`src/rtl/irq_ctrl.sv`:
```
// Multi-source interrupt controller: per-source edge/level capture, enable mask,
// lowest-index arbitration and a req/ack/iret handshake with the control decoder.
module irq_ctrl #(
   parameter int          N_SRC     = 4,
   parameter logic [31:0] EDGE_MASK = 32'hFFFF_FFFF,
   parameter int          CAUSE_W   = 5
) (
   input  logic               clk,
   input  logic               reset,
   input  logic [N_SRC-1:0]   irq_src,
   input  logic               kernel_mode,
   output logic               irq_req,
   input  logic               irq_ack,
   input  logic               iret,
   output logic [CAUSE_W-1:0] cause_id,
   output logic               in_service,
   input  logic               cfg_wr,
   input  logic [1:0]         cfg_addr,
   input  logic [31:0]        cfg_wdata,
   output logic [31:0]        cfg_rdata
);

   localparam logic [N_SRC-1:0] EDGE_SRC = EDGE_MASK[N_SRC-1:0];

   typedef enum logic [1:0] {
      ST_IDLE    = 2'd0,
      ST_REQ     = 2'd1,
      ST_SERVICE = 2'd2
   } state_t;

   state_t             state_q, state_d;
   logic [N_SRC-1:0]   enable_q, enable_d;
   logic [N_SRC-1:0]   pending_q, pending_d;
   logic [N_SRC-1:0]   prev_q, prev_d;
   logic [CAUSE_W-1:0] cause_q, cause_d;

   logic [N_SRC-1:0]   active;
   logic [N_SRC-1:0]   w1c;
   logic [N_SRC-1:0]   ack_clr;
   logic [CAUSE_W-1:0] lowest_idx;
   logic               take_ack;
   logic               wr_enable;
   logic               wr_pending;
   logic               unused_wdata;

   assign wr_enable    = cfg_wr && (cfg_addr == 2'd0);
   assign wr_pending   = cfg_wr && (cfg_addr == 2'd1);
   assign active       = pending_q & enable_q;
   assign unused_wdata = ^cfg_wdata;

   always_comb begin
      enable_d = enable_q;
      if (wr_enable) begin
         enable_d = cfg_wdata[N_SRC-1:0];
      end
      prev_d = irq_src;
      w1c    = wr_pending ? cfg_wdata[N_SRC-1:0] : '0;
   end

   // Edge sources: a fresh edge beats a simultaneous W1C or ack clear.
   // Level sources simply track the line; W1C and ack cannot touch them.
   genvar gi;
   generate
      for (gi = 0; gi < N_SRC; gi++) begin : g_src
         assign ack_clr[gi]   = take_ack && (cause_q == CAUSE_W'(gi));
         assign pending_d[gi] = EDGE_SRC[gi]
            ? ((irq_src[gi] & ~prev_q[gi]) | (pending_q[gi] & ~(w1c[gi] | ack_clr[gi])))
            : irq_src[gi];
      end
   endgenerate

   always_comb begin
      lowest_idx = '0;
      for (int i = N_SRC - 1; i >= 0; i--) begin
         if (active[i]) begin
            lowest_idx = CAUSE_W'(i);
         end
      end
   end

   always_comb begin
      state_d    = state_q;
      cause_d    = cause_q;
      irq_req    = 1'b0;
      in_service = 1'b0;
      take_ack   = 1'b0;
      case (state_q)
         ST_IDLE: begin
            if ((|active) && !kernel_mode) begin
               cause_d = lowest_idx;
               state_d = ST_REQ;
            end
         end
         ST_REQ: begin
            // Kernel mode only masks the request line; the latched cause is kept.
            irq_req = !kernel_mode;
            if (irq_ack && !kernel_mode) begin
               take_ack = 1'b1;
               state_d  = ST_SERVICE;
            end
         end
         ST_SERVICE: begin
            in_service = 1'b1;
            if (iret) begin
               state_d = ST_IDLE;
            end
         end
         default: begin
            state_d = ST_IDLE;
         end
      endcase
   end

   always_comb begin
      cfg_rdata = '0;
      case (cfg_addr)
         2'd0:    cfg_rdata[N_SRC-1:0]   = enable_q;
         2'd1:    cfg_rdata[N_SRC-1:0]   = pending_q;
         2'd2:    cfg_rdata[CAUSE_W-1:0] = cause_q;
         default: cfg_rdata[1:0]         = state_q;
      endcase
   end

   assign cause_id = cause_q;

   always_ff @(posedge clk) begin
      if (reset) begin
         state_q   <= ST_IDLE;
         enable_q  <= '0;
         pending_q <= '0;
         prev_q    <= '0;
         cause_q   <= '0;
      end else begin
         state_q   <= state_d;
         enable_q  <= enable_d;
         pending_q <= pending_d;
         prev_q    <= prev_d;
         cause_q   <= cause_d;
      end
   end

endmodule
```
`config.mk`:
```
export PLATFORM = sky130hd
export DESIGN_NAME = irq_ctrl
export DESIGN_NICKNAME = d
export VERILOG_FILES = /design/src/rtl/irq_ctrl.sv
export SDC_FILE = /design/constraint.sdc
export NUM_CORES = 1
export LEC_CHECK = 0
export CORE_MARGIN = 2
export CORE_UTILIZATION = 29
export CTS_BUF_LIST = sky130_fd_sc_hd__clkbuf_16
export DETAILED_ROUTE_END_ITERATION = 8
export GPL_ROUTABILITY_DRIVEN = 1
export GPL_TIMING_DRIVEN = 0
export PLACE_DENSITY = 0.77
export SETUP_SLACK_MARGIN = 0.3
export SLEW_MARGIN = 20
export SYNTH_ARGS = -nofsm -noshare
export SYNTH_HDL_FRONTEND = slang
export SYNTH_SLANG_ARGS = --single-unit
```
`constraint.sdc`:
```
create_clock -name clk -period 1.35 [get_ports clk]
set_clock_uncertainty 0.1 [all_clocks]
set_input_delay 0.135 -clock clk [delete_from_list [all_inputs] [get_ports clk]]
set_output_delay 0.135 -clock clk [all_outputs]
set_load 0.02 [all_outputs]
```
==> results.txt <==
Outcome -> complete, but fails checks
Failing checks -> negative setup slack
Dpl ws -> -0.343 ns
Max Slew Vio Count -> 0
# DRC -> 0
Synth top cells by count -> 31 x buf_4, 16 x dfxtp_1, 8 x nand2_1, 8 x nor2_1
Count leader, synth -> buf_4
Worst Hold Class -> in2reg
Total routed wirelength -> 2.22 mm
Total track usage -> 10.2%
Max IR drop VDD -> 0.674 mV
Clock root buffer -> clkbuf_16
CP Capture Type -> output port
Yosys warns -> 0
Avg Vias per Cell -> 3.96
#FFs+latches synth -> 16
Max stage delay on crit path -> 0.48 ns
Die width -> 62.9 µm
Sequential element share of the synthesized area -> 31.8%
Final ANT Viol Nets -> 0
Maxcap violations -> 0
Yosys cell types -> 29
Final worst setup slack -> -0.108 ns
TritonCTS clock tree -> yes
Worst EP required -> 1.12 ns
CP top delay family -> multiplexers
WHS -> 0.303 ns
First-pass GRT wire length -> 3.26 mm
Final hold violation count -> 0
Post-synth EDFFs -> 0
# port buffers -> 21
N_diodes -> 0
Top_reg_cell synth -> dfxtp_1
Via Count -> 892
Starting DRT DRC Count -> 30
Unrepaired setup endpoints after global routing -> yes
Synth top area cells -> dfxtp_1 32%, buf_4 23%, mux2i_1 6.0%
Final Critical Period -> 1.46 ns
Post-synthesis cell count -> 110
Kind of critical path -> reg2out
Clk slew on worst S/H paths -> 0.05 ns
Die Y -> 62.9 µm
Crit start category -> flop
Initial antenna violation count -> 0
Synthesized cell area -> 1010 µm²
Layout cells sized above 1 -> 49.7%
DP HPWL -> 1.57 mm
Final period util -> 108%
R2r startpoint -> state_q[1]$_SDFFE_PP0P_
Core ar. -> 3340 µm²
CP Buf/Inv Count -> 1
Pre-antenna DRT Iters -> 4
Finished Core Util -> 50.5%
Asr flop ratio synth -> 0%
Yosys top cell area share -> 31.8%
Starting Density -> 30.1%
Vias in the first global route -> 733
IO Pins -> 83
Nets -> 224
Worst-path cell chain -> mux4_2 -> buf_6
Slowest-stage cell, CP -> mux4_2
Leakage dissipation -> 0.819 nW
Pwr dens -> 844 nW/µm²
Num rows -> 21
Syn_area_per_cell -> 9.15 µm²
Worst EP arrival -> 1.22 ns
Num CTS Buffers -> 3
Largest net degree at the start of global routing -> 11
Later-pin clock latency in the skew report -> 0.25 ns
GPL Wtd Cong -> 0.784
Routed wire per std cell -> 9.88 µm
Total Die Area -> 3960 µm²
Total gr overflow -> 0
Startpoint of the worst hold path -> cfg_addr[1]
Num Clock Sinks -> 16
H-tree depth -> 1
Crit path launch -> state_q[1]$_SDFFE_PP0P_
Max clock buf depth -> 2
Worst Path Max Fanout -> 5
Max frequency -> 686 MHz
Setup-failing EPs final -> 3
Area growth syn-to-layout -> 67.7%
Area leader, netlist -> dfxtp_1
## cell type report
class,instances,area [µm²]
inverters,3,16.3
flip-flops and latches,16,343
clock buffers,3,75.1
well taps,46,57.6
repair buffers,35,339
clock inverters,1,3.75
fillers,324,1650
plain buffers,34,253
multi-input cells,87,599
## power by group
part / internal, mW / switching (mW)
clock: 0.393 / 0.188
combinational: 0.165 / 0.163
sequential: 0.493 / 0.0210
## cells by family after synthesis
kind of cell           Yosys count  synth area share (%)
muxes                            8                  10.8
AOI/OAI and AO/OA               15                  12.2
other                            1                 0.373
buffers and inverters           37                  25.7
and+or+nand+nor                 33                  19.0
DFF                             16                  31.8
## worst paths after layout
path                                                end  slack (ns)  depth (start not counted)
worst max register to register  pending_q[0]$_SDFF_PP0_       -0.07                          4
worst max-delay path                       cfg_rdata[1]       -0.11                          2
worst min register to register  pending_q[1]$_SDFF_PP0_        0.30                          1
worst min-delay path            pending_q[2]$_SDFF_PP0_        0.30                          4
## metrics by stage
step	total power, mW	area, µm²	TNS [ns]	std cells
6_report	1.42	1690	-0.272	225
5_1_grt	1.49	1690	-0.495	225
3_3_place_gp	0.821	1420	-2.17	207
2_1_floorplan	0.749	1150	0	140
3_5_place_dp	0.825	1420	-2.29	207
4_1_cts	1.41	1560	-0.311	217
## metal layers
metal	up-vias	track usage [%]	routed length, µm
li1	454	-	-
met1	395	13.2	914
met2	39	15.7	1080
met3	4	5.05	197
met4	0	0.833	33
met5	-	0	0
## sequential cells by signal, summed over array words and instances, names as in the netlist
| name | cells |
|---|---|
| enable_q | 4 |
| prev_q | 4 |
| cause_id | 2 |
| state_q | 2 |
| pending_q | 4 |
## tightest hold or removal path, cell delays in order
cell and delay, ns:
buf_2 0.18, nor2_2 0.09, nand2_1 0.06, a41o_1 0.16
## repair_timing
action / 4_1_cts / 5_1_grt
setup endpoints to repair: 20 / 15
pin swaps: 3 / 10
endpoints found under the hold margin: 0 / 0
hold buffers: 0 / 0
gates resized for setup: 61 / 17
buffers inserted: 6 / 8
## layout by cell type, fill, tap and decap left out, drive strengths merged, types with 2 or more instances in the layout
| cell | count |
|---|---|
| conb | 31 |
| nor2 | 8 |
| a41o | 3 |
| a21oi | 3 |
| nand2 | 8 |
| nand3b | 2 |
| mux2i | 6 |
| o21ai | 2 |
| dfxtp | 16 |
| clkdlybuf4s50 | 11 |
| inv | 4 |
| a22o | 2 |
| nor2b | 6 |
| nor3b | 2 |
| buf | 56 |
| dlygate4sd2 | 2 |
| nand2b | 2 |
| mux4 | 2 |
| clkbuf | 3 |
Power figures use the tool's default switching activity.
